## config.mk

```make
export PLATFORM = sky130hd
export DESIGN_NAME = regfile_wb_arbiter
export DESIGN_NICKNAME = d
export VERILOG_FILES = /design/src/rtl/regfile_pkg.sv /design/src/rtl/rr_arbiter.sv /design/src/rtl/regfile_wb_arbiter.sv
export SDC_FILE = /design/constraint.sdc
export NUM_CORES = 1
export LEC_CHECK = 0
export CORE_AREA = 2 2 102 104
export DETAILED_ROUTE_END_ITERATION = 10
export DIE_AREA = 0 0 104 106
export GPL_ROUTABILITY_DRIVEN = 0
export PLACE_DENSITY = 0.77
export SKIP_LAST_GASP = 1
export SYNTH_ARGS = -nofsm -noshare
export SYNTH_HDL_FRONTEND = slang
export SYNTH_SLANG_ARGS = --single-unit
```

## constraint.sdc

```tcl
create_clock -name clk_i -period 3.4 [get_ports clk_i]
set_input_delay 0.68 -clock clk_i [delete_from_list [all_inputs] [get_ports clk_i]]
set_output_delay 0.68 -clock clk_i [all_outputs]
set_load 0.005 [all_outputs]
```

## src/rtl/regfile_pkg.sv

```systemverilog
// Shared definitions for the register-file write-back arbiter.
package regfile_pkg;

    localparam int unsigned DEF_REG_COUNT = 32;
    localparam int unsigned DEF_REG_WIDTH = 32;

    // CLEAR sweeps zeros into every register; RUN arbitrates requester writes.
    typedef enum logic {
        CLEAR = 1'b0,
        RUN   = 1'b1
    } state_e;

endpackage

```

## src/rtl/rr_arbiter.sv

```systemverilog
// Round-robin selector: searches upward from the pointer, modulo NUM_REQ.
module rr_arbiter #(
    parameter int unsigned NUM_REQ = 4,
    parameter int unsigned IDX_W   = $clog2(NUM_REQ)
) (
    input  logic [NUM_REQ-1:0] i_req,
    input  logic [IDX_W-1:0]   i_ptr,
    output logic [NUM_REQ-1:0] o_gnt,
    output logic [IDX_W-1:0]   o_gnt_idx
);

    logic [IDX_W-1:0] w_k;
    logic             w_found;

    // First asserted request at or above the pointer wins, wrapping to 0.
    always_comb begin
        o_gnt     = '0;
        o_gnt_idx = '0;
        w_found   = 1'b0;
        w_k       = '0;
        for (int unsigned i = 0; i < NUM_REQ; i++) begin
            w_k = IDX_W'((32'(i_ptr) + i) % NUM_REQ);
            if (!w_found && i_req[w_k]) begin
                o_gnt[w_k] = 1'b1;
                o_gnt_idx  = w_k;
                w_found    = 1'b1;
            end
        end
    end

endmodule

```

## src/rtl/regfile_wb_arbiter.sv

```systemverilog
// Write-back arbiter: zero-sweeps the register file, then grants one
// requester write per cycle round-robin, registered onto the rf_* port.
module regfile_wb_arbiter
    import regfile_pkg::*;
#(
    parameter  int unsigned NUM_REQ   = 4,
    parameter  int unsigned REG_COUNT = DEF_REG_COUNT,
    parameter  int unsigned REG_WIDTH = DEF_REG_WIDTH,
    localparam int unsigned AW        = $clog2(REG_COUNT),
    localparam int unsigned IW        = $clog2(NUM_REQ)
) (
    input  logic                     clk_i,
    input  logic                     reset_ni,
    input  logic                     clear_req_i,
    output logic                     clear_busy_o,
    input  logic [NUM_REQ-1:0]       req_valid_i,
    output logic [NUM_REQ-1:0]       req_ready_o,
    input  logic [NUM_REQ*AW-1:0]    req_addr_i,
    input  logic [NUM_REQ*REG_WIDTH-1:0] req_data_i,
    output logic [AW-1:0]            rf_addr_o,
    output logic [REG_WIDTH-1:0]     rf_data_o,
    output logic                     rf_wr_en_o,
    output logic [IW-1:0]            grant_id_o
);

    state_e                 r_state;
    logic [AW-1:0]          r_sweep_addr;
    logic [IW-1:0]          r_ptr;
    logic                   r_wr_en;
    logic [AW-1:0]          r_addr;
    logic [REG_WIDTH-1:0]   r_data;
    logic [IW-1:0]          r_gid;

    logic [NUM_REQ-1:0]     w_arb_req;
    logic [NUM_REQ-1:0]     w_gnt;
    logic [IW-1:0]          w_gnt_idx;
    logic                   w_xfer;
    logic                   w_sweep_last;

    // Requests are masked while sweeping and in the cycle a clear is requested.
    assign w_arb_req    = (r_state == RUN && !clear_req_i) ? req_valid_i : '0;
    assign w_xfer       = |w_gnt;
    assign w_sweep_last = (r_sweep_addr == AW'(REG_COUNT - 1));

    rr_arbiter #(
        .NUM_REQ (NUM_REQ),
        .IDX_W   (IW)
    ) u_rr_arbiter (
        .i_req     (w_arb_req),
        .i_ptr     (r_ptr),
        .o_gnt     (w_gnt),
        .o_gnt_idx (w_gnt_idx)
    );

    // FSM and sweep counter; the counter stops at REG_COUNT-1 and never wraps.
    always_ff @(posedge clk_i or negedge reset_ni) begin
        if (!reset_ni) begin
            r_state      <= CLEAR;
            r_sweep_addr <= '0;
        end else begin
            case (r_state)
                CLEAR: begin
                    if (w_sweep_last) begin
                        r_state      <= RUN;
                        r_sweep_addr <= '0;
                    end else begin
                        r_sweep_addr <= r_sweep_addr + 1'b1;
                    end
                end
                RUN: begin
                    if (clear_req_i) begin
                        r_state      <= CLEAR;
                        r_sweep_addr <= '0;
                    end
                end
                default: r_state <= CLEAR;
            endcase
        end
    end

    // Priority pointer moves past the winner only on a transfer.
    always_ff @(posedge clk_i or negedge reset_ni) begin
        if (!reset_ni) begin
            r_ptr <= '0;
        end else if (w_xfer) begin
            r_ptr <= (w_gnt_idx == IW'(NUM_REQ - 1)) ? '0 : w_gnt_idx + 1'b1;
        end
    end

    // Registered write port: sweep zeros, granted write, or idle (hold data).
    always_ff @(posedge clk_i or negedge reset_ni) begin
        if (!reset_ni) begin
            r_wr_en <= 1'b0;
            r_addr  <= '0;
            r_data  <= '0;
            r_gid   <= '0;
        end else if (r_state == CLEAR) begin
            r_wr_en <= 1'b1;
            r_addr  <= r_sweep_addr;
            r_data  <= '0;
        end else if (w_xfer) begin
            r_wr_en <= 1'b1;
            r_addr  <= req_addr_i[32'(w_gnt_idx) * AW +: AW];
            r_data  <= req_data_i[32'(w_gnt_idx) * REG_WIDTH +: REG_WIDTH];
            r_gid   <= w_gnt_idx;
        end else begin
            r_wr_en <= 1'b0;
        end
    end

    assign clear_busy_o = (r_state == CLEAR);
    assign req_ready_o  = w_gnt;
    assign rf_wr_en_o   = r_wr_en;
    assign rf_addr_o    = r_addr;
    assign rf_data_o    = r_data;
    assign grant_id_o   = r_gid;

endmodule

```

Word level (Yosys, flattened, before mapping)
Cells that the tools add are included.
W data, S select, Z words.
{"block": "totals", "ff_bits": 48, "input_bits": 155, "out_inout_bits": 45, "word_cells": 86}
{"block": "op_classes", "addsub": 5, "n_mul": 1, "n_lt_le_gt_ge": 8, "eq_ne": 4, "shifts": 2, "mux": 41, "bitwise_logic": 4, "n_reduce_logical": 14}
{"operator": "$shiftx A128 B8 Y32", "count": 1}
{"operator": "$mux W32", "count": 2}
{"operator": "$mux W4", "count": 5}
{"operator": "$mux W5", "count": 4}
{"operator": "$shiftx A20 B6 Y5", "count": 1}
{"operator": "$mux W1", "count": 15}
{"operator": "$lt A2 B3 Y1 const B", "count": 4}
{"operator": "$or A4 B4 Y4", "count": 3}
{"operator": "$mux W2", "count": 5}
{"operator": "$pmux W5 S2", "count": 1}
{"operator": "$bmux W1 S2", "count": 4}
{"operator": "$demux W1 S2", "count": 4}
{"operator": "$ge A2 B1 Y1 const B", "count": 4}
{"operator": "$logic_and A1 B1 Y1", "count": 8}
{"operator": "$add A5 B1 Y5 const B", "count": 1}
{"operator": "$eq A5 B5 Y1 const B", "count": 1}
{"operator": "$mul A2 B3 Y5 const B", "count": 1}
{"operator": "$add A2 B1 Y2 const B", "count": 2}
{"operator": "$add A2 B2 Y2 const B", "count": 2}
{"operator": "$logic_not A1 Y1", "count": 4}
{"operator": "$reduce_or A4 Y1", "count": 1}
{"operator": "$eq A2 B2 Y1 const B", "count": 1}
{"operator": "$ne A2 B1 Y1 const B", "count": 1}
{"operator": "$ne A2 B2 Y1 const B", "count": 1}
{"operator": "other kinds (3)", "count": 3}

Logic depth before layout (Yosys ltp)
{"block": "logic_depth", "depth_word": 19, "ltp_mapped": 15, "depth_no_buf": 10}

Cells and area by module
Synthesis repeated with hierarchy kept, for this count alone.
{"block": "unflattened", "cells_unflattened": 237, "area_unflattened_um2": 3229.3}
{"module": "regfile_wb_arbiter", "n_inst": 1, "cells_each": 191, "area_per_inst_um2": 2810.2, "seq_area_each_um2": 1201.2}
{"module": "rr_arbiter", "n_inst": 1, "cells_each": 46, "area_per_inst_um2": 419.2, "seq_area_each_um2": 0.0}

Worst setup path after synthesis
Ideal clock, no wire load.
{"block": "synth_timing", "path_kind": "reg2reg", "startpoint": "reg r_ptr[0]", "endpoint": "reg r_data[23] (netlist: rf_data_o[23])", "setup_time_ns": 0.118, "t_arrival_ns": 3.323, "required_ns": 3.282, "setup_slack_ns": -0.041, "stages_incl_launch_ff": 15, "n_path_buf": 5, "period_less_slack_ns": 3.441, "path_cell_list": "dfrtp_1 > buf_6 > buf_2 > inv_1 > ha_1 > clkbuf_1 > nand2b_1 > a21oi_1 > a2bb2oi_2 > and2_1 > o31ai_1 > buf_4 > clkbuf_4 > mux4_2 > a21o_1"}
{"block": "synth_via", "elab_chain_cells": 15, "elab_cells_between_ends": 56, "cone_classes": "add/sub: 3; order compare: 8; eq/ne: 1; shift: 1; mux: 29; bitwise: 3; reduce/logical: 11"}
{"element": "start, declared", "line": "regfile_wb_arbiter.sv:28", "text": "logic [IW-1:0] r_ptr;"}
{"element": "start signal, assigned", "line": "regfile_wb_arbiter.sv:86", "text": "r_ptr <= (w_gnt_idx == IW'(NUM_REQ - 1)) ? '0 : w_gnt_idx + 1'b1;"}
{"element": "branches (longest 15 deep; another with $add A2 B1 Y2)"}
{"element": "end signal, assigned", "line": "regfile_wb_arbiter.sv:104", "text": "r_data <= req_data_i[32'(w_gnt_idx) * REG_WIDTH +: REG_WIDTH];"}
{"element": "end, declared", "line": "regfile_wb_arbiter.sv:31", "text": "logic [REG_WIDTH-1:0] r_data;"}
Parallel ways; which one is timed is not known. The select of a mux whose other input is x is not followed.
A chain may end at the register's enable or synchronous reset.

Worst setup path after layout
{"block": "layout_timing", "startpoint": "in req_valid_i[2]", "endpoint": "out req_ready_o[2]"}
{"block": "layout_via", "elab_chain_cells": 13, "elab_cells_between_ends": 25, "cone_classes": "mux: 16; bitwise: 3; reduce/logical: 6"}
{"element": "start, declared", "line": "regfile_wb_arbiter.sv:16", "text": "input logic [NUM_REQ-1:0] req_valid_i,"}
{"element": "$mux W4 (*)", "line": "regfile_wb_arbiter.sv:41", "text": "assign w_arb_req = (r_state == RUN && !clear_req_i) ? req_valid_i : '0;"}
{"element": "$bmux W1 S2", "line": "rr_arbiter.sv:23", "text": "if (!w_found && i_req[w_k]) begin"}
{"element": "$mux W1 (not written as such)", "line": "rr_arbiter.sv:23"}
{"element": "$mux W1", "line": "rr_arbiter.sv:23"}
{"element": "$logic_not A1 Y1", "line": "rr_arbiter.sv:23"}
{"element": "$logic_and A1 B1 Y1", "line": "rr_arbiter.sv:23"}
{"element": "$mux W1", "line": "rr_arbiter.sv:23"}
{"element": "$logic_not A1 Y1", "line": "rr_arbiter.sv:23"}
{"element": "$logic_and A1 B1 Y1", "line": "rr_arbiter.sv:23"}
{"element": "$mux W1", "line": "rr_arbiter.sv:23"}
{"element": "$logic_not A1 Y1", "line": "rr_arbiter.sv:23"}
{"element": "$logic_and A1 B1 Y1", "line": "rr_arbiter.sv:23"}
{"element": "$mux W4 (*)", "line": "rr_arbiter.sv:23"}
{"element": "end, declared", "line": "regfile_wb_arbiter.sv:17", "text": "output logic [NUM_REQ-1:0] req_ready_o,"}
Every way passes the cells marked *; elsewhere a longest branch is shown, timed or not. The select of a mux whose other input is x is not followed.

==> flow_metrics.py <==
metrics = {
    "finish": {
        "mostFrequentLayoutCell": "clkdlybuf4s50_1",
        "syn_to_final_growth_pct": 74.73,
        "diodes": 0,
        "nets": 667,
        "final_cell_mix": "clkdlybuf4s50_1, dfrtp_1, mux4_2",
        "drive_above_1_share": 0.2060,
        "fill_cells": 839,
        "utilization": 0.5962,
    },
    "critical_path": {
        "crit_path_start_kind": "input port",
        "worstPathArrival_ns": 2.60,
        "cp-endpoint": "req_ready_o[2]",
        "reg2reg_from": "r_ptr[1]$_DFFE_PN0P_",
        "ff2ff_setup_slack_ns": 0.19,
        "path_common_cell": "dlygate4sd2_1",
        "critical_path.startpoint": "req_valid_i[2]",
        "end_kind": "output port",
        "r2r_cells": 10,
        "cpPeakStageDelay_ns": 0.55,
        "critPathRequiredTime_ns": 2.72,
        "cp.depth": 6,
        "crit_type": "input port to output port",
        "crit_fanout": 8,
        "path_cells": "dlygate4sd2_1 -> mux4_2 -> buf_4 -> a221o_1 -> a32o_2 -> dlygate4sd2_1",
        "r2r_end": "rf_data_o[13]$_DFFE_PN0P_",
        "crit_family": "buffers and inverters",
        "path_buf_inv": 3,
        "cp_slowest_cell": "mux4_2",
    },
    "timing": {
        "max_freq_ghz": 0.3047,
        "report.final.hold_viol_count": 0,
        "final-setup-viol-count": 0,
        "hold-worst-slack_ns": 0.4839,
        "slew_violations": 0,
        "rsz0062_at_grt": "no",
        "tightest_slew_ns": 1.069,
        "finClkSkew_ns": 0.01055,
        "fin_crit_sh": 0.9652,
        "timing.setup.tns_ns": 0,
        "maxSlewHeadroom": 0.2874,
        "fin_ws_ns": 0.1184,
        "fin_crit_ns": 3.282,
    },
    "routing": {
        "drt_iter0_markers": 187,
        "vias": 3358,
        "ant_nets": 0,
        "first_pass_iters": 4,
        "vias_per_cell": 5.280,
        "drc": 0,
        "wire_per_inst_um": 17.51,
        "drt-total-wl_um": 11140,
    },
    "yosys": {
        "syn_area_per_cell_um2": 12.32,
        "syn-instance-count": 277,
        "synthTopCellsByArea": "dfrtp_1, mux4_2, and3_1",
        "yosys.area.top_type": "dfrtp_1",
        "syn-num-nets": 443,
        "yosys.cell_types.count": 43,
        "synth_seq_area_share": 0.3520,
        "synth_area_mm2": 0.003412,
        "synth_top_area_frac": 0.3520,
        "yosysWarnings": 0,
        "synth_seq_cells": 48,
    },
    "placement": {
        "hpwl_um": 8830,
        "numPortBuffers": 199,
        "place_worst_setup_slack_ns": -0.3435,
    },
    "clock_tree": {
        "path_clk_slew_ns": 0.08,
        "cts_tree": "yes",
        "cts_root_buffer": "clkbuf_8",
        "postCtsHoldBufs": 0,
        "h-tree-depth": 2,
        "clock-sinks": 48,
        "worstSkewPairLatency_ns": 0.29,
        "cts_buffers": 5,
        "cts.path.max_buffers": 2,
    },
    "global_routing": {
        "grt_max_degree": 49,
        "grt_pass1_vias": 3592,
        "track_usage": 0.2018,
        "grt_pass1_wl_um": 17880,
        "overflow": 0,
        "antenna_found_initial": 0,
    },
    "die": {
        "die-area_mm2": 0.01102,
        "rows": 37,
        "start_util": 0.3412,
        "pin_count": 200,
        "die_w_um": 104,
        "dieHeight_um": 106,
        "core_area_mm2": 0.01000,
    },
    "power": {
        "peakVddDrop_mv": 0.2752,
        "cellPowerDensity_mw_per_mm2": 576.4,
        "p_leak_nw": 2.890,
    },
    "flow_run": {
        "maxCapViolCount": 0,
    },
    "hold_path": {
        "hp-class": "flop to flop",
    },
    "run_status": {
        "status": "complete, no violations",
    },
}
repair_timing:
item / 4_1_cts / 5_1_grt
cloned: 0 / 0
hold endpoints to repair: 0 / 0
endpoints found under the setup margin: 4 / 29
pin swaps: 1 / 3
gates resized for setup: 6 / 11
setup buffers: 2 / 3
worst min-delay path by stage:
stage / from / end / slack [ns] / cells after the start
5_1_grt: grant_id_o[0]$_DFFE_PN0P_ / grant_id_o[0]$_DFFE_PN0P_ / 0.54 / 2
2_1_floorplan: reset_ni / grant_id_o[0]$_DFFE_PN0P_ / 0.38 / 0
6_report: grant_id_o[0]$_DFFE_PN0P_ / grant_id_o[0]$_DFFE_PN0P_ / 0.48 / 2
4_1_cts: grant_id_o[0]$_DFFE_PN0P_ / grant_id_o[0]$_DFFE_PN0P_ / 0.49 / 2
3_5_place_dp: grant_id_o[0]$_DFFE_PN0P_ / grant_id_o[0]$_DFFE_PN0P_ / 0.47 / 2
3_3_place_gp: grant_id_o[0]$_DFFE_PN0P_ / grant_id_o[0]$_DFFE_PN0P_ / 0.47 / 2
state kept, by name (all words and copies together) (netlist names):
register	flops
r_sweep_addr	5
rf_data_o	32
rf_addr_o	5
rf_wr_en_o	1
r_ptr	2
grant_id_o	2
r_state	1
metal layers:
metal  up-vias  GRT usage  share of wire
met3        12    0.06254          0.083
li1       1536          -              -
met4         0    0.05019          0.016
met1      1658     0.2275           0.38
met5         -          0              0
met2       152     0.3717           0.52
through the flow:
stage | instances | total power, mW | area [um2]
2_1_floorplan | 277 | 2.031 | 3418
3_3_place_gp | 625 | 2.904 | 5788
3_5_place_dp | 625 | 2.969 | 5788
4_1_cts | 633 | 3.407 | 5904
5_1_grt | 636 | 3.685 | 5962
6_report | 636 | 3.437 | 5962
synth_stat cells:
cell / n
o41ai_1: 1
nand2_1: 8
o21ai_1: 1
a22o_1: 1
a2bb2oi_2: 1
a32o_1: 3
nor2b_1: 3
buf_4: 2
mux2_1: 1
buf_6: 4
mux2_4: 1
inv_1: 11
mux2_2: 2
nand3_1: 1
nor2_1: 5
nor3_1: 1
buf_2: 4
o21ai_0: 6
nand2b_1: 3
or3_1: 1
a21oi_1: 9
o31ai_1: 2
a21o_1: 30
o2bb2ai_1: 1
o31a_1: 1
dfrtp_1: 48
a32o_2: 1
or4_1: 1
o32ai_1: 1
mux4_2: 39
clkbuf_4: 1
nor4_4: 1
o22a_1: 1
a31oi_1: 1
clkinv_1: 1
and2_1: 3
mux2i_1: 4
and3_1: 37
a221o_1: 9
ha_1: 11
nor4b_1: 1
clkbuf_1: 13
xnor2_1: 1
power by group:
part | total (mW) | internal (mW) | switching (mW)
Clock | 0.388 | 0.211 | 0.177
Combinational | 2.21 | 1.31 | 0.898
Sequential | 0.838 | 0.738 | 0.0999
tightest hold or removal path: stages, from the launching register on:
cell     delay [ns]
dfrtp_1        0.35
nand2_1        0.05
o21ai_0        0.06
layout make-up:
type | instances | area, um2 | area share
Clock buffer | 5 | 68.82 | 0.01154
Clock inverter | 1 | 30.03 | 0.005037
Inverter | 12 | 45.04 | 0.007555
Multi-Input combinational cell | 193 | 2077 | 0.3484
Sequential cell | 48 | 1201 | 0.2015
Tap cell | 136 | 170.2 | 0.02854
Timing Repair Buffer | 241 | 2370 | 0.3975
cell families (layout without fill, tap and decap cells):
kind of cell	after synthesis	count (layout)	synth area share
xor+xnor	1	1	0.002567
simple gates	65	65	0.1144
flops	48	48	0.3520
buf+inv	36	259	0.05317
fa+ha+maj	11	11	0.04034
mux	47	47	0.2835
compound gates	69	69	0.1540
Note: power is estimated with default switching activity, not from simulation.
